`config.mk`:
```
export PLATFORM = sky130hd
export DESIGN_NAME = elevator_scan_ctrl_flat
export DESIGN_NICKNAME = d
export VERILOG_FILES = /design/src/rtl/elevator_scan_ctrl_if.sv /design/src/rtl/elevator_scan_ctrl.sv /design/src/flat_wrapper.sv
export SDC_FILE = /design/constraint.sdc
export NUM_CORES = 1
export LEC_CHECK = 0
export CAP_MARGIN = 20
export CORE_MARGIN = 2
export CORE_UTILIZATION = 50
export DETAILED_ROUTE_END_ITERATION = 6
export GPL_TIMING_DRIVEN = 0
export PLACE_DENSITY = 0.7
export SETUP_SLACK_MARGIN = 0.02
export SYNTH_ARGS = -nofsm -noshare
export SYNTH_HDL_FRONTEND = slang
export SYNTH_SLANG_ARGS = --single-unit
```
`constraint.sdc`:
```
create_clock -name clk -period 5.6 [get_ports clk]
set_input_delay 1.4 -clock clk [delete_from_list [all_inputs] [get_ports clk]]
set_output_delay 1.4 -clock clk [all_outputs]
set_load 0.01 [all_outputs]
```
`src/rtl/elevator_scan_ctrl_if.sv`:
```
// Call inputs and status outputs of the SCAN elevator controller.
// The board/bench side uses master; the controller uses slave.
interface elevator_scan_ctrl_if #(
    parameter int NUM_FLOORS = 10,
    parameter int FLOOR_W    = 4
);
    logic [NUM_FLOORS-1:0] call_req;
    logic                  estop;
    logic [FLOOR_W-1:0]    current_floor;
    logic                  moving_up;
    logic                  moving_down;
    logic                  door_open;
    logic                  idle;
    logic [NUM_FLOORS-1:0] pending;

    modport master (
        output call_req, estop,
        input  current_floor, moving_up, moving_down, door_open, idle, pending
    );

    modport slave (
        input  call_req, estop,
        output current_floor, moving_up, moving_down, door_open, idle, pending
    );
endinterface

```
`src/rtl/elevator_scan_ctrl.sv`:
```
// SCAN-order elevator controller: latched per-floor calls, timed travel and
// door dwell, emergency-stop freeze.
module elevator_scan_ctrl #(
    parameter int NUM_FLOORS   = 10,
    parameter int FLOOR_W      = 4,
    parameter int TRAVEL_TICKS = 10000000,
    parameter int DOOR_TICKS   = 20000000
) (
    input  logic                clk,
    input  logic                rst_n,
    elevator_scan_ctrl_if.slave bus
);
    localparam int MAX_TICKS = (TRAVEL_TICKS > DOOR_TICKS) ? TRAVEL_TICKS : DOOR_TICKS;
    localparam int TIMER_W   = (MAX_TICKS > 1) ? $clog2(MAX_TICKS) : 1;
    localparam logic [TIMER_W-1:0]    TRAVEL_LAST = TIMER_W'(TRAVEL_TICKS - 1);
    localparam logic [TIMER_W-1:0]    DOOR_LAST   = TIMER_W'(DOOR_TICKS - 1);
    localparam logic [NUM_FLOORS-1:0] ONE         = NUM_FLOORS'(1);

    typedef enum logic [1:0] {IDLE, MOVE_UP, MOVE_DOWN, DOOR_OPEN} state_t;

    state_t                r_state, w_state_nxt, w_go_state;
    logic [FLOOR_W-1:0]    r_floor, w_floor_nxt, w_eval_floor;
    logic                  r_dir_up, w_dir_up_nxt, w_go_dir_up;
    logic [TIMER_W-1:0]    r_timer, w_timer_nxt;
    logic [NUM_FLOORS-1:0] r_pending, w_pending_nxt;
    logic [NUM_FLOORS-1:0] w_cur_hot, w_eval_hot, w_below_mask;
    logic                  w_travel_done, w_door_done, w_call_here, w_decide;
    logic                  w_hit, w_above, w_below;

    always_ff @(posedge clk or negedge rst_n) begin
        if (!rst_n) begin
            r_state   <= IDLE;
            r_floor   <= '0;
            r_dir_up  <= 1'b1;
            r_timer   <= '0;
            r_pending <= '0;
        end else begin
            r_state   <= w_state_nxt;
            r_floor   <= w_floor_nxt;
            r_dir_up  <= w_dir_up_nxt;
            r_timer   <= w_timer_nxt;
            r_pending <= w_pending_nxt;
        end
    end

    always_comb begin
        w_travel_done = (r_timer == TRAVEL_LAST);
        w_door_done   = (r_timer == DOOR_LAST);
        w_cur_hot     = ONE << r_floor;
        w_call_here   = (r_state == DOOR_OPEN) && (|(bus.call_req & w_cur_hot));

        // A decision point evaluates the floor the car will be at after this edge.
        w_eval_floor = r_floor;
        w_decide     = 1'b0;
        case (r_state)
            IDLE:      w_decide = 1'b1;
            MOVE_UP: begin
                w_decide = w_travel_done;
                if (w_travel_done) w_eval_floor = r_floor + FLOOR_W'(1);
            end
            MOVE_DOWN: begin
                w_decide = w_travel_done;
                if (w_travel_done) w_eval_floor = r_floor - FLOOR_W'(1);
            end
            DOOR_OPEN: w_decide = w_door_done && !w_call_here;
            default:   w_decide = 1'b0;
        endcase

        w_eval_hot   = ONE << w_eval_floor;
        w_below_mask = w_eval_hot - ONE;
        w_hit        = |(r_pending & w_eval_hot);
        w_below      = |(r_pending & w_below_mask);
        w_above      = |(r_pending & ~(w_below_mask | w_eval_hot));

        // dir_up always matches the current travel direction, so one rule
        // covers idle start, arrival (continue/reverse) and door departure.
        w_go_state  = IDLE;
        w_go_dir_up = r_dir_up;
        if (w_hit) begin
            w_go_state = DOOR_OPEN;
        end else if (w_above && (r_dir_up || !w_below)) begin
            w_go_state  = MOVE_UP;
            w_go_dir_up = 1'b1;
        end else if (w_below) begin
            w_go_state  = MOVE_DOWN;
            w_go_dir_up = 1'b0;
        end

        w_state_nxt  = r_state;
        w_floor_nxt  = r_floor;
        w_dir_up_nxt = r_dir_up;
        w_timer_nxt  = r_timer;
        if (!bus.estop) begin
            w_timer_nxt = w_call_here ? '0 : r_timer + TIMER_W'(1);
            if (w_decide) begin
                w_state_nxt  = w_go_state;
                w_floor_nxt  = w_eval_floor;
                w_dir_up_nxt = w_go_dir_up;
                w_timer_nxt  = '0;
            end
        end

        w_pending_nxt = r_pending | (bus.call_req & ((r_state == DOOR_OPEN) ? ~w_cur_hot : '1));
        if (w_state_nxt == DOOR_OPEN && r_state != DOOR_OPEN)
            w_pending_nxt = w_pending_nxt & ~w_eval_hot;
    end

    always_comb begin
        bus.idle        = 1'b0;
        bus.moving_up   = 1'b0;
        bus.moving_down = 1'b0;
        bus.door_open   = 1'b0;
        case (r_state)
            IDLE:      bus.idle        = 1'b1;
            MOVE_UP:   bus.moving_up   = 1'b1;
            MOVE_DOWN: bus.moving_down = 1'b1;
            DOOR_OPEN: bus.door_open   = 1'b1;
            default:   bus.idle        = 1'b0;
        endcase
    end

    assign bus.current_floor = r_floor;
    assign bus.pending       = r_pending;
endmodule

```
`src/flat_wrapper.sv`:
```
// flat-port wrapper written by rule: the top's interface ports become plain ports
module elevator_scan_ctrl_flat 
#(
    parameter int NUM_FLOORS   = 10,
    parameter int FLOOR_W      = 4,
    parameter int TRAVEL_TICKS = 10000000,
    parameter int DOOR_TICKS   = 20000000
)
  (clk, rst_n, bus_call_req, bus_estop, bus_current_floor, bus_moving_up, bus_moving_down, bus_door_open, bus_idle, bus_pending);
  elevator_scan_ctrl_if #(.NUM_FLOORS(NUM_FLOORS), .FLOOR_W(FLOOR_W)) bus_i ();
  input  logic clk;
  input  logic rst_n;
  input wire logic [$bits(bus_i.call_req)-1:0] bus_call_req;
  input wire logic [$bits(bus_i.estop)-1:0] bus_estop;
  output wire logic [$bits(bus_i.current_floor)-1:0] bus_current_floor;
  output wire logic [$bits(bus_i.moving_up)-1:0] bus_moving_up;
  output wire logic [$bits(bus_i.moving_down)-1:0] bus_moving_down;
  output wire logic [$bits(bus_i.door_open)-1:0] bus_door_open;
  output wire logic [$bits(bus_i.idle)-1:0] bus_idle;
  output wire logic [$bits(bus_i.pending)-1:0] bus_pending;
  assign bus_i.call_req = bus_call_req;
  assign bus_i.estop = bus_estop;
  assign bus_current_floor = bus_i.current_floor;
  assign bus_moving_up = bus_i.moving_up;
  assign bus_moving_down = bus_i.moving_down;
  assign bus_door_open = bus_i.door_open;
  assign bus_idle = bus_i.idle;
  assign bus_pending = bus_i.pending;
  elevator_scan_ctrl #(.NUM_FLOORS(NUM_FLOORS), .FLOOR_W(FLOOR_W), .TRAVEL_TICKS(TRAVEL_TICKS), .DOOR_TICKS(DOOR_TICKS)) u_core (.clk(clk), .rst_n(rst_n), .bus(bus_i));
endmodule
```
# Word-level counts from Yosys, hierarchy flattened
# Cells that the tools add are included.
dict set report word_totals {
  ff_bits 42
  in_bits 13
}
dict set report classes {
  addsub 4
  n_eq_ne 7
  shifts 2
  n_mux 19
  bitwise 13
  n_reduce_logical 16
}
# cell count
set op_table {}
lappend op_table {{10-bit bitwise AND} 6}
lappend op_table {{25-bit two-way mux} 2}
lappend op_table {{10-bit OR reduction} 4}
lappend op_table {{10-bit NOT} 3}
lappend op_table {{25-bit by 1-bit adder with 25-bit output, second input constant} 1}
lappend op_table {{25-bit by 24-bit equality test with 1-bit output, second input constant} 1}
lappend op_table {{25-bit equality test, second input constant} 1}
lappend op_table {{10-bit two-way mux} 2}
lappend op_table {{10-bit bitwise OR} 2}
lappend op_table {{1-bit by 4-bit left shift with 10-bit output, first input constant} 2}
lappend op_table {{2-bit two-way mux} 5}
lappend op_table {{10-bit by 1-bit subtractor with 10-bit output, second input constant} 1}
lappend op_table {{4-bit two-way mux} 2}
lappend op_table {{4-bit one-hot mux with 2 select lines} 1}
lappend op_table {{2-bit equality test, second input constant} 3}
lappend op_table {{1-bit two-way mux} 6}
lappend op_table {{4-bit by 1-bit adder with 4-bit output, second input constant} 1}
lappend op_table {{1-bit logical AND} 4}
lappend op_table {{4-bit AND reduction} 1}
lappend op_table {{4-bit by 1-bit subtractor with 4-bit output, second input constant} 1}
lappend op_table {{1-bit one-hot mux with 3 select lines} 1}
lappend op_table {{2-bit by 1-bit equality test with 1-bit output, second input constant} 1}
lappend op_table {{1-bit zero test} 2}
lappend op_table {{2-bit zero test} 1}
lappend op_table {{6 further kinds} 7}

# Logic depth before layout (Yosys ltp)
# Gate-level depths: netlist of run 1.
dict set report logic_depth {
  depth_word 17
  ltp_mapped 19
}

# Least setup slack after synthesis of run 1
# No wires, ideal clock.
dict set report synth_path {
  path_kind {flip-flop to flip-flop}
  from {register u_core.r_timer[0]}
  to {register u_core.r_dir_up}
  setup_ns 0.081
  t_arrival_ns 3.904
  required_time_ns 5.519
  path_slack_ns 1.615
  path_stages_with_launch 19
  path_buffers 1
  synth_period_minus_slack_ns 3.985
  cell_sequence {dfrtp_1 > ha_1 > nand3_1 > or2_4 > nor4_1 > mux2_1 > a211o_1 > buf_2 > nor2_1 > nand2_1 > ha_1 > o21ai_0 > or2_2 > ha_1 > a22oi_1 > nand3_1 > a211oi_2 > o2111ai_1 > o211ai_1}
}
dict set report synth_via {
  elab_chain_len 12
  elab_cells_between_ends 24
  classes_between {add/sub: 1; eq/ne: 2; shift: 1; mux: 5; bitwise: 6; reduce/logical: 9}
}
# element line_no
set synth_rtl {}
lappend synth_rtl {{start: declaration} elevator_scan_ctrl.sv:24} ;# logic [TIMER_W-1:0] r_timer, w_timer_nxt;
lappend synth_rtl {{start signal: assignment} elevator_scan_ctrl.sv:41} ;# r_timer <= w_timer_nxt;
lappend synth_rtl {{25-bit by 24-bit equality test with 1-bit output} elevator_scan_ctrl.sv:47} ;# w_travel_done = (r_timer == TRAVEL_LAST);
lappend synth_rtl {{4-bit two-way mux (on tied branches)} {elevator_scan_ctrl.sv:63, elevator_scan_ctrl.sv:59}}
lappend synth_rtl {{4-bit one-hot mux with 2 select lines} elevator_scan_ctrl.sv:55} ;# case (r_state)
lappend synth_rtl {{1-bit by 4-bit left shift with 10-bit output} elevator_scan_ctrl.sv:69} ;# w_eval_hot = ONE << w_eval_floor;
lappend synth_rtl {{10-bit by 1-bit subtractor with 10-bit output} elevator_scan_ctrl.sv:70} ;# w_below_mask = w_eval_hot - ONE;
lappend synth_rtl {{10-bit bitwise OR or 10-bit bitwise AND (tied branches)} {elevator_scan_ctrl.sv:73, elevator_scan_ctrl.sv:72}}
lappend synth_rtl {{10-bit NOT or 10-bit OR reduction (tied branches)} {elevator_scan_ctrl.sv:73, elevator_scan_ctrl.sv:72}}
lappend synth_rtl {{10-bit bitwise AND or 1-bit zero test (tied branches)} {elevator_scan_ctrl.sv:73, elevator_scan_ctrl.sv:81}}
lappend synth_rtl {{10-bit OR reduction or 1-bit logical OR (tied branches)} {elevator_scan_ctrl.sv:73, elevator_scan_ctrl.sv:81}}
lappend synth_rtl {{1-bit logical AND} elevator_scan_ctrl.sv:81} ;# end else if (w_above && (r_dir_up || !w_below)) begin
lappend synth_rtl {{2-bit nonzero test (no source line)} n/a}
lappend synth_rtl {{4-bit AND reduction (no source line)} n/a}
lappend synth_rtl {{end signal: assignment} elevator_scan_ctrl.sv:40} ;# r_dir_up <= w_dir_up_nxt;
lappend synth_rtl {{end: declaration} elevator_scan_ctrl.sv:23} ;# logic r_dir_up, w_dir_up_nxt, w_go_dir_up;
# Several ways; a longest one is shown, not always the timed one.
# A chain may end at the register's enable or synchronous reset.

# Final worst setup path of run 1
dict set report layout_path {
  from {register u_core.r_timer[0]}
  to {register u_core.r_state[1]}
}
dict set report layout_via {
  elab_chain_len 14
  elab_cells_between_ends 25
  classes_between {add/sub: 1; eq/ne: 2; shift: 1; mux: 9; bitwise: 5; reduce/logical: 7}
}
# element line_no
set layout_rtl {}
lappend layout_rtl {{25-bit by 24-bit equality test with 1-bit output} elevator_scan_ctrl.sv:47}
lappend layout_rtl {{4-bit two-way mux (on tied branches)} {elevator_scan_ctrl.sv:63, elevator_scan_ctrl.sv:59}}
lappend layout_rtl {{4-bit one-hot mux with 2 select lines} elevator_scan_ctrl.sv:55}
lappend layout_rtl {{1-bit by 4-bit left shift with 10-bit output} elevator_scan_ctrl.sv:69}
lappend layout_rtl {{10-bit by 1-bit subtractor with 10-bit output} elevator_scan_ctrl.sv:70}
lappend layout_rtl {{10-bit bitwise OR or 10-bit bitwise AND (tied branches)} {elevator_scan_ctrl.sv:73, elevator_scan_ctrl.sv:72}}
lappend layout_rtl {{10-bit NOT or 10-bit OR reduction (tied branches)} {elevator_scan_ctrl.sv:73, elevator_scan_ctrl.sv:72}}
lappend layout_rtl {{10-bit bitwise AND or 1-bit zero test (tied branches)} {elevator_scan_ctrl.sv:73, elevator_scan_ctrl.sv:81}}
lappend layout_rtl {{10-bit OR reduction or 1-bit logical OR (tied branches)} {elevator_scan_ctrl.sv:73, elevator_scan_ctrl.sv:81}}
lappend layout_rtl {{1-bit logical AND} elevator_scan_ctrl.sv:81}
lappend layout_rtl {{2-bit two-way mux} elevator_scan_ctrl.sv:81}
lappend layout_rtl {{2-bit two-way mux} elevator_scan_ctrl.sv:79} ;# if (w_hit) begin
lappend layout_rtl {{2-bit two-way mux (*)} elevator_scan_ctrl.sv:95} ;# if (w_decide) begin
lappend layout_rtl {{2-bit two-way mux (*)} elevator_scan_ctrl.sv:93} ;# if (!bus.estop) begin
lappend layout_rtl {{net u_core.w_state_nxt[1]} elevator_scan_ctrl.sv:21} ;# state_t r_state, w_state_nxt, w_go_state;
lappend layout_rtl {{end signal: assignment} elevator_scan_ctrl.sv:38} ;# r_state <= w_state_nxt;
lappend layout_rtl {{end: declaration} elevator_scan_ctrl.sv:21}
# Mark *: on every way through the listed nets, which the timed path passes. The rest lies on a longest branch.

==> results of run 1 <==
[area by class of cell]
cell class	count	area share, %
plain buffers	13	1.37
clock buffers	5	1.79
clock inverters	3	1.14
inverters	13	1.27
multi-input cells	335	56.1
flip-flops and latches	42	27.4
well taps	77	2.51
repair buffers	31	8.40
[critical path, delay by kind of cell (launching register included)]
kind / cells / cell delay, ns
compound gates: 6 / 1.13
fa+ha+maj: 3 / 0.76
mux: 1 / 0.39
buf+inv: 1 / 0.21
flops: 1 / 0.46
simple gates: 7 / 1.72
[per-layer routing]
layer | vias up | global-route usage [%]
li1 | 1595 | -
met1 | 1626 | 42.0
met2 | 168 | 39.0
met3 | 18 | 4.38
met4 | 0 | 6.20
met5 | - | 0
[through the flow]
step                      cells  util [%]  cell area (um^2)  setup slack, ns
after floorplan             403         -              3310             1.61
after global placement      510      58.0              3710            0.848
after detailed placement    511      58.4              3730            0.834
after CTS                   519      60.1              3840            0.821
after global routing        519      60.1              3840            0.365
final                       519      60.1              3840            0.768
[worst min path at each step]
stage / startpoint / endpoint / slack, ns / cells after the start
6_report: u_core.r_timer[22]$_DFFE_PN0N_ / u_core.r_timer[22]$_DFFE_PN0N_ / 0.51 / 1
2_1_floorplan: u_core.r_timer[22]$_DFFE_PN0N_ / u_core.r_timer[22]$_DFFE_PN0N_ / 0.46 / 1
5_1_grt: u_core.r_timer[22]$_DFFE_PN0N_ / u_core.r_timer[22]$_DFFE_PN0N_ / 0.52 / 1
3_3_place_gp: u_core.r_timer[22]$_DFFE_PN0N_ / u_core.r_timer[22]$_DFFE_PN0N_ / 0.49 / 1
3_5_place_dp: u_core.r_timer[22]$_DFFE_PN0N_ / u_core.r_timer[22]$_DFFE_PN0N_ / 0.50 / 1
4_1_cts: u_core.r_timer[22]$_DFFE_PN0N_ / u_core.r_timer[22]$_DFFE_PN0N_ / 0.51 / 1
[cells by family after synthesis]
kind of cell | count (synthesis)
simple gates | 164
compound gates | 129
flops | 42
buf+inv | 26
fa+ha+maj | 23
mux | 12
xor+xnor | 7
[synthesized netlist by cell type (4+ instances only)]
master / count / area share [%]
a21oi_1: 28 / 4.2
a22oi_1: 5 / 1.1
a31oi_1: 15 / 2.8
and2_1: 4 / 0.76
and3_1: 7 / 1.3
clkbuf_1: 10 / 1.1
dfrtp_1: 41 / 31
ha_1: 23 / 8.7
inv_1: 13 / 1.5
mux2_2: 5 / 1.7
mux2i_1: 6 / 1.8
nand2_1: 42 / 4.8
nand3_1: 26 / 3.9
nand4_1: 8 / 1.5
nor2_1: 33 / 3.7
nor2b_1: 5 / 0.95
nor3_1: 10 / 1.5
o21ai_0: 43 / 6.5
o221ai_1: 4 / 1.1
o22ai_1: 4 / 0.76
xor2_1: 5 / 1.3
[power groups by stage]
| stage | clock network (W) | registers, W | logic, W |
|---|---|---|---|
| floorplan | 0 | 0.000415 | 0.000824 |
| global placement | 0 | 0.000421 | 0.00117 |
| detailed placement | 0 | 0.000423 | 0.00119 |
| CTS | 0.000263 | 0.000417 | 0.00119 |
| global route | 0.000272 | 0.000426 | 0.00135 |
| finish | 0.000258 | 0.000419 | 0.00122 |
[sequential cells by signal (all words and copies together), names as in the netlist]
register                  count
u_core.bus.pending           10
u_core.r_timer               25
u_core.bus.current_floor      4
u_core.r_dir_up               1
u_core.r_state                2
[cells in the final DEF, fill, tap and decap left out, types with 5 or more instances in the layout]
master and count:
a21oi_1 28, a22oi_1 5, a31oi_1 15, and3_1 7, clkbuf_1 10, clkbuf_8 5, clkdlybuf4s50_1 29, dfrtp_1 41
ha_1 23, inv_1 13, mux2_2 5, mux2i_1 6, nand2_1 42, nand3_1 26, nand4_1 8, nor2_1 33
nor2b_1 5, nor3_1 10, o21ai_0 43, xor2_1 5
==> summary.txt, run 1 <==
Run status
  – Status: finished, final reports clean

Finish
  – Number of diodes: 0
  – Final nets: 477
  – Fillers: 600
  – Multi-input gate area: 2160 um^2
  – Area delta synth->final: 16.1%
  – Register area: 1050 um^2
  – Fraction of layout instances using a drive strength above 1: 7.69%

Logic synthesis
  – Asr flop ratio synth: 100%
  – Post-synthesis xor/xnor area fraction: 1.85%
  – Post-synthesis simple-gate area fraction: 26.3%
  – Synth Flop Type: dfrtp_1
  – Distinct cells, synth: 63
  – Cell count after synthesis: 403
  – Compound-gate portion of the synthesized area: 24.5%
  – Synthesized area: 3310 um^2
  – #FFs+latches synth: 42
  – Syn_nets: 439
  – Register area share after synthesis: 31.8%
  – Largest family of logic cells by synthesized area: simple AND/OR/NAND/NOR gates
  – Ys Warns: 0
  – Avg Cell Area, Syn: 8.21 um^2
  – Mux cell area share after synthesis: 3.86%
  – Post-synth EDFFs: 0
  – Post-synthesis adder-cell area fraction: 8.70%

Placement
  – GP Congestion: 0.953
  – Post-DP HPWL: 7240 um
  – I/O Buffers: 30

STA
  – Clk_skew: 0.00812 ns
  – Worst-Margin Slew: 0.764 ns
  – Relative slew slack: 48.7%
  – RSZ-0062 raised after global routing: false
  – Final hold vios: 0
  – Pins Over Slew Limit: 0
  – Period utilisation layout: 86.3%
  – Fin Hold WS: 0.506 ns
  – TNS Setup: 0 ns
  – Fmax: 0.207 GHz
  – Final setup violation count: 0
  – Minimum clock period: 4.83 ns

Critical path
  – Reg2reg end: u_core.r_state[1]$_DFF_PN0_
  – Critical Path Start: u_core.r_timer[0]$_DFFE_PN0N_
  – CP Capture Type: flop
  – Worst r2r src: u_core.r_timer[0]$_DFFE_PN0N_
  – Slowest-stage cell, CP: dfrtp_1
  – Critical Path Start Type: flop
  – WS Path Type: reg2reg
  – CP max FO: 10
  – Setup crit end: u_core.r_state[1]$_DFF_PN0_
  – Crit-path most repeated cell: ha_1
  – Worst EP arrival: 5.00 ns
  – Required time worst endpoint: 5.76 ns
  – Setup slack, reg-to-reg: 0.77 ns
  – Peak per-stage delay on the critical path: 0.46 ns
  – R2R depth: 18
  – Worst-path cell chain: ha_1, nand3_1, or2_4, nor4_1, mux2_1, a211o_1, buf_2, nor2_1, nand2_1, ha_1, o21ai_0, or2_2, ha_1, a22oi_1, nand3_1, a211oi_2, a21o_1, a31oi_1

Pwr
  – Clock share of power: 13.6%
  – Tot Pwr: 0.00190 W
  – Internal power: 0.000938 W
  – Leakage power: 1.55 nW
  – Comb power frac: 64.3%
  – Sequential share of power: 22.1%
  – Net Switching: 0.000960 W
  – Pwr/cell area: 494 nW/um^2
  – Sw Ratio: 50.6%
  – Max VDD drop: 0.325 mV

Global route
  – First-pass GRT wire length: 15,900 um
  – Global Route Usage Sum: 27.0%
  – Largest net degree at the start of global routing: 23
  – Initial antenna violation count: 0
  – GR Overflow Total: 0
  – Vias in the first global route: 3,105

Die
  – Core area: 6390 um^2
  – Initial core utilization: 51.8%
  – IO Count: 31
  – Die W: 85.4 um
  – Die area: 7290 um^2
  – Die height: 85.4 um
  – Row count: 29

Clock network
  – CTS-repair resized insts: 0
  – Clock transition at the registers of the reported paths: 0.09 ns
  – Postcts setup bufs: 0
  – Clock Latency Late Sink: 0.31 ns
  – CTS tree: yes
  – Hold-fix buffers, CTS: 0
  – CTS Buffer Depth: 2
  – Root cell of the clock tree: clkbuf_8
  – # clock sinks: 42
  – Cts bufs inserted: 5
  – Max H-tree Level: 2

Routing
  – Met1 WL: 4460 um
  – Initial drt markers: 298
  – Drt pass-1 iters: 5
  – Max Used Layer: met4
  – Via count: 3,407
  – Avg Vias per Cell: 6.56
  – Avg WL per Cell: 18.4 um
  – WL met2: 4080 um
  – Antenna Violating Nets Remaining: 0
  – DR WL met3: 880 um
  – Routed WL: 9530 um
  – DRC violations left: 0

Run
  – Maximum capacitance violations: 0

Worst hold path
  – Hold Crit Class: reg2reg
Power figures use the tool's default switching activity.
==> inputs of run 2 (changes only) <==
CORE_MARGIN = 5   (was 2)
==> run 2 against run 1 <==
  * Critical path depth stayed put
  * Global-route usage is 4.3 points lower
  * Core utilization is 0.16 points lower
  * Via count is 2.7% lower
  * Combinational power hardly changed
  * Cell count stayed put
  * Final area is 0.26% lower
  * Clock skew is 0.00057 ns higher
  * Hold slack better by 0.0094 ns
==> summary.txt, run 2 (synthesized netlist as in run 1, its figures left out) <==
Run status
  – Status: finished, final reports clean

Critical path
  – Required time worst endpoint: 5.83 ns (+0.07 ns)
  – Critical Path Start Type: flop
  – CP max FO: 10 (unchanged)
  – Worst EP arrival: 5.03 ns (+0.03 ns)
  – CP Capture Type: flop
  – R2R depth: 18 (unchanged)
  – WS Path Type: reg2reg

Finish
  – Commonest non-fill, non-tap cell in the layout: o21ai_0
  – Area delta synth->final: 15.8%
  – Number of diodes: 0 (unchanged)
  – Top reg by flops: u_core.r_timer
  – Fillers: 606 (+1.0%)
  – Most frequent cells in the layout: o21ai_0, nand2_1, dfrtp_1
  – Fraction of layout instances using a drive strength above 1: 7.47% (-0.23 points)
  – Max FFs per register: 25 (unchanged)
  – Post-Layout Inst Area: 3830 um^2 (-0.26%)
  – Final nets: 477 (unchanged)

Global route
  – Largest net degree at the start of global routing: 26 (+13%)
  – Global Route Usage Sum: 22.7% (-4.3 points)
  – First-pass GRT wire length: 15,600 um (-1.8%)
  – Initial antenna violation count: 0 (unchanged)
  – Vias in the first global route: 3,154 (+1.6%)
  – GR Overflow Total: 0 (unchanged)

STA
  – Relative slew slack: 47.2% (-1.5 points)
  – Clk_skew: 0.00870 ns (+0.000575 ns)
  – TNS Setup: 0 ns (unchanged)
  – Worst-Margin Slew: 0.786 ns (+0.0219 ns)
  – RSZ-0062 raised after global routing: false
  – Pins Over Slew Limit: 0 (unchanged)
  – Final hold vios: 0 (unchanged)
  – Period utilisation layout: 85.8% (-0.54 points)
  – Fmax: 0.208 GHz (+0.63%)
  – Final setup violation count: 0 (unchanged)
  – Minimum clock period: 4.80 ns (-0.0302 ns)

Pwr
  – Comb power frac: 64.3% (about the same)
  – Leakage power: 1.53 nW (-0.67%)
  – Internal power: 0.000939 W (about the same)
  – Tot Pwr: 0.00187 W (-1.5%)
  – Net Switching: 0.000931 W (-3.0%)
  – Sequential share of power: 22.6% (+0.5 points)
  – Max VDD drop: 0.284 mV (-13%)
  – Pwr/cell area: 488 nW/um^2 (-1.3%)
  – Sw Ratio: 49.8% (-0.78 points)
  – Clock share of power: 13.2% (-0.4 points)

Clock network
  – Root cell of the clock tree: clkbuf_8
  – # clock sinks: 42 (unchanged)
  – Cts bufs inserted: 5 (unchanged)
  – Clock transition at the registers of the reported paths: 0.09 ns (about the same)
  – Clock Latency Late Sink: 0.30 ns (about the same)
  – CTS tree: yes
  – Postcts setup bufs: 0 (unchanged)
  – CTS Buffer Depth: 2 (unchanged)
  – Max H-tree Level: 2 (unchanged)
  – Hold-fix buffers, CTS: 0 (unchanged)
  – CTS-repair resized insts: 0 (unchanged)

Placement
  – Dpl cell area: 3720 um^2 (-0.20%)
  – GP Congestion: 0.941 (-1.2%)
  – I/O Buffers: 30 (unchanged)
  – Post-DP HPWL: 7180 um (-0.83%)

Die
  – Core area: 6390 um^2 (unchanged)
  – Initial core utilization: 51.8% (unchanged)
  – Row count: 29 (unchanged)
  – Die height: 91.4 um (+7.0%)
  – Die W: 91.4 um (+7.0%)
  – Die area: 8350 um^2 (+15%)
  – IO Count: 31 (unchanged)

Run
  – Maximum capacitance violations: 0 (unchanged)

Routing
  – Avg Vias per Cell: 6.39 (-2.7%)
  – Antenna Violating Nets Remaining: 0 (unchanged)
  – Avg WL per Cell: 18.1 um (-1.4%)
  – DRC violations left: 0 (unchanged)
  – Routed WL: 9400 um (-1.4%)
  – Initial drt markers: 322 (+8.1%)
  – Via count: 3,314 (-2.7%)
  – Drt pass-1 iters: 5 (unchanged)

Worst hold path
  – Hold Crit Class: reg2reg
  – WHS Path Cells: 1 (unchanged)
## run 2: cell count changes in the layout (fill, tap and decap cells not counted), sizes merged
cell | before | now
clkbuf | 15 | 16
clkinv | 1 | 0
clkinvlp | 0 | 1
inv | 14 | 13
## run 2: worst paths after layout
check                                                    start                               to  slack, ns
worst max register to register   u_core.r_timer[0]$_DFFE_PN0N_      u_core.r_dir_up$_DFFE_PN1P_       0.80
worst max-delay path             u_core.r_timer[0]$_DFFE_PN0N_      u_core.r_dir_up$_DFFE_PN1P_       0.80
worst min register to register  u_core.r_timer[22]$_DFFE_PN0N_   u_core.r_timer[22]$_DFFE_PN0N_       0.51
max in group asynchronous                                rst_n      u_core.r_dir_up$_DFFE_PN1P_       3.99
worst min-delay path            u_core.r_timer[22]$_DFFE_PN0N_   u_core.r_timer[22]$_DFFE_PN0N_       0.51
min in group asynchronous                                rst_n  u_core.bus.pending[0]$_DFF_PN0_       1.04
## run 2: metal layers
layer	share of wire [%]	track usage (%)	wire [um]	vias up
met3	7.8	4.13	736	17
li1	-	-	-	1594
met2	42	33.0	3970	130
met4	1.8	6.97	165	0
met5	0	0	0	-
met1	48	33.9	4520	1573
## run 2: area by class of cell
type | instances | area (um^2) | area share, %
buffer | 13 | 52.6 | 1.37
clock buffer | 6 | 72.6 | 1.89
clock inverter | 2 | 37.5 | 0.980
inverter | 13 | 48.8 | 1.27
multi-input combinational | 335 | 2160 | 56.3
sequential | 42 | 1050 | 27.5
tap | 77 | 96.3 | 2.51
timing repair buffer | 31 | 315 | 8.23
## run 2: critical path, cell delays in order (launching register included)
cell and delay (ns):
dfrtp_1 0.45, ha_1 0.30, nand3_1 0.20, or2_4 0.32
nor4_1 0.30, mux2_1 0.38, a211o_1 0.36, buf_2 0.21
nor2_1 0.39, nand2_1 0.17, ha_1 0.24, o21ai_0 0.14
or2_2 0.17, ha_1 0.22, a22oi_1 0.19, nand3_1 0.12
a211oi_2 0.28, o2111ai_1 0.16, o211ai_1 0.13
## run 2: power groups by stage
stage	clock [W]	combinational, W	sequential [W]
finish	0.000246	0.00120	0.000422
CTS	0.000252	0.00118	0.000419
global placement	0	0.00115	0.000423
floorplan	0	0.000824	0.000415
global route	0.000266	0.00134	0.000430
detailed placement	0	0.00117	0.000425
## run 2: through the flow
stage          cells  setup WS, ns  utilization (%)  hold slack, ns
2_1_floorplan    403          1.61                -           0.462
5_1_grt          519         0.511             60.0           0.528
3_3_place_gp     510         0.948             58.0           0.487
4_1_cts          519         0.860             60.0           0.506
3_5_place_dp     511         0.892             58.3           0.495
6_report         519         0.798             60.0           0.515
==> inputs of run 3 (changes only) <==
CORE_MARGIN = 4   (was 5)
==> run 3 against run 2 <==
  * Sequential power barely moved
  * Core utilization shrank 0.20 points
  * Clock skew about the same
  * Final area down 0.33%
  * Critical path type unchanged
  * Largest cell class unchanged
  * Largest power group unchanged
  * Highest routed layer unchanged
==> summary.txt, run 3 (synthesized netlist as in run 1, its figures left out) <==
Clock network
  – Hold-fix buffers, CTS: 0 (unchanged)
  – Max H-tree Level: 2 (unchanged)
  – Root cell of the clock tree: clkbuf_8
  – Postcts setup bufs: 0 (unchanged)
  – Clock transition at the registers of the reported paths: 0.09 ns (about the same)
  – CTS Buffer Depth: 2 (unchanged)
  – CTS-repair resized insts: 0 (unchanged)
  – # clock sinks: 42 (unchanged)
  – Clock Latency Late Sink: 0.30 ns (about the same)
  – Cts bufs inserted: 5 (unchanged)
  – CTS tree: yes

Routing
  – WL met2: 4020 um (+1.2%)
  – Initial drt markers: 361 (+12%)
  – Avg Vias per Cell: 6.40 (+0.18%)
  – Drt pass-1 iters: 5 (unchanged)
  – Antenna Violating Nets Remaining: 0 (unchanged)
  – Max Used Layer: met4
  – DRC violations left: 0 (unchanged)
  – Via count: 3,320 (+0.18%)
  – DR WL met3: 761 um (+3.4%)
  – Met1 WL: 4450 um (-1.5%)
  – Routed WL: 9380 um (-0.20%)
  – Avg WL per Cell: 18.1 um (-0.20%)

STA
  – Worst-Margin Slew: 0.744 ns (-0.0417 ns)
  – TNS Setup: 0 ns (unchanged)
  – Pins Over Slew Limit: 0 (unchanged)
  – Clk_skew: 0.00891 ns (+0.000206 ns)
  – RSZ-0062 raised after global routing: false
  – Relative slew slack: 50.0% (+2.8 points)
  – Fmax: 0.208 GHz (-0.18%)
  – Fin Hold WS: 0.524 ns (+0.00883 ns)
  – Final setup violation count: 0 (unchanged)
  – Minimum clock period: 4.81 ns (+0.00856 ns)
  – Period utilisation layout: 85.9% (+0.15 points)
  – Final hold vios: 0 (unchanged)

Critical path
  – Required time worst endpoint: 5.82 ns (about the same)
  – Peak per-stage delay on the critical path: 0.46 ns (about the same)
  – CP max FO: 10 (unchanged)
  – Setup crit end: u_core.r_dir_up$_DFFE_PN1P_
  – Critical Path Start Type: flop
  – Worst-path cell chain: ha_1, nand3_1, or2_4, nor4_1, mux2_1, a211o_1, buf_2, nor2_1, nand2_1, ha_1, o21ai_0, ha_1, a222oi_1, nand3_1, a211oi_2, o2111ai_1, o211ai_1
  – Reg2reg end: u_core.r_dir_up$_DFFE_PN1P_
  – Worst EP arrival: 5.03 ns (about the same)
  – Worst r2r src: u_core.r_timer[0]$_DFFE_PN0N_
  – Critical Path Start: u_core.r_timer[0]$_DFFE_PN0N_
  – Slowest-stage cell, CP: dfrtp_1
  – CP top delay family: simple AND/OR/NAND/NOR gates
  – WP depth: 17 (-1)
  – CP bufs+invs: 1 (unchanged)
  – Crit-path most repeated cell: ha_1
  – CP Capture Type: flop
  – Setup slack, reg-to-reg: 0.79 ns (about the same)
  – R2R depth: 17 (-1)
  – WS Path Type: reg2reg

Pwr
  – Leakage power: 1.53 nW (-0.26%)
  – Max VDD drop: 0.292 mV (+2.6%)
  – Pwr/cell area: 481 nW/um^2 (-1.4%)
  – Tot Pwr: 0.00184 W (-1.8%)

Global route
  – Initial antenna violation count: 0 (unchanged)
  – Vias in the first global route: 3,134 (-0.63%)
  – GR Overflow Total: 0 (unchanged)
  – Largest net degree at the start of global routing: 24 (-7.7%)
  – Global Route Usage Sum: 24.7% (+2.1 points)
  – First-pass GRT wire length: 15,400 um (-1.2%)

Finish
  – Area delta synth->final: 15.4%
  – Post-Layout Inst Area: 3820 um^2 (-0.33%)
  – Most frequent cells in the layout: o21ai_0, nand2_1, dfrtp_1
  – Max FFs per register: 25 (unchanged)
  – Commonest non-fill, non-tap cell in the layout: o21ai_0
  – Final nets: 477 (unchanged)
  – Post-Route Utilization: 59.8% (-0.20 points)
  – Top reg by flops: u_core.r_timer
  – Number of diodes: 0 (unchanged)
  – Fraction of layout instances using a drive strength above 1: 7.69% (+0.23 points)

Die
  – Initial core utilization: 51.8% (unchanged)
  – Die height: 89.4 um (-2.2%)
  – Row count: 29 (unchanged)
  – IO Count: 31 (unchanged)
  – Die area: 7980 um^2 (-4.3%)
  – Core area: 6390 um^2 (unchanged)
  – Die W: 89.4 um (-2.2%)

Placement
  – Post-DP HPWL: 7190 um (+0.15%)
  – I/O Buffers: 30 (unchanged)
  – Dpl cell area: 3730 um^2 (+0.20%)
  – GP Congestion: 0.931 (-1.0%)

Run
  – Maximum capacitance violations: 0 (unchanged)

Run status
  – Status: finished, final reports clean

Worst hold path
  – Hold Crit Class: reg2reg
## run 3: changes by cell type in the layout (fill, tap and decap cells not counted), sizes merged
| cell | delta |
|---|---|
| clkinv | +2 |
| bufinv | -1 |
| clkbuf | -1 |
## run 3: layer usage
layer  GRT usage (%)  vias to the layer above
met5               0                        -
li1                -                     1594
met4            7.17                        0
met2            36.2                      149
met1            37.4                     1559
met3            3.78                       18
## run 3: worst min path at each step
stage / from / end / slack (ns) / cells past startpoint
2_1_floorplan: u_core.r_timer[22]$_DFFE_PN0N_ / u_core.r_timer[22]$_DFFE_PN0N_ / 0.46 / 1
3_3_place_gp: u_core.r_timer[22]$_DFFE_PN0N_ / u_core.r_timer[22]$_DFFE_PN0N_ / 0.49 / 1
3_5_place_dp: u_core.r_timer[22]$_DFFE_PN0N_ / u_core.r_timer[22]$_DFFE_PN0N_ / 0.50 / 1
4_1_cts: u_core.r_timer[22]$_DFFE_PN0N_ / u_core.r_timer[22]$_DFFE_PN0N_ / 0.51 / 1
5_1_grt: u_core.r_timer[22]$_DFFE_PN0N_ / u_core.r_timer[22]$_DFFE_PN0N_ / 0.53 / 1
6_report: u_core.r_timer[22]$_DFFE_PN0N_ / u_core.r_timer[22]$_DFFE_PN0N_ / 0.52 / 1
## run 3: layout make-up
| type | instances | area [um^2] |
|---|---|---|
| fill | 593 | 2570 |
| multi-input combinational | 335 | 2160 |
| sequential | 42 | 1050 |
| timing repair buffer | 31 | 323 |
| tap | 77 | 96.3 |
| clock buffer | 5 | 68.8 |
| buffer | 13 | 52.6 |
| inverter | 13 | 48.8 |
| clock inverter | 3 | 21.3 |
## run 3: per-stage QoR
step                worst slack, ns  std cells
floorplan                      1.61        403
global route                  0.454        519
finish                        0.789        519
CTS                           0.865        519
detailed placement            0.892        511
global placement              0.944        510
## run 3: worst reg2reg max path, cell delays in order, from the launching register on
cell,delay [ns]
dfrtp_1,0.46
ha_1,0.30
nand3_1,0.19
or2_4,0.31
nor4_1,0.34
mux2_1,0.38
a211o_1,0.35
buf_2,0.21
nor2_1,0.41
nand2_1,0.17
ha_1,0.25
o21ai_0,0.10
ha_1,0.26
a222oi_1,0.29
nand3_1,0.14
a211oi_2,0.28
o2111ai_1,0.16
o211ai_1,0.13
## run 3: where the power goes
group / switching (W) / internal [W] / total [W] / leakage, nW
logic: 0.000750 / 0.000458 / 0.00121 / 0.967
clock network: 0.000121 / 0.0000879 / 0.000209 / 0.0441
registers: 0.0000712 / 0.000347 / 0.000419 / 0.519
total: 0.000942 / 0.000894 / 0.00184 / 1.53
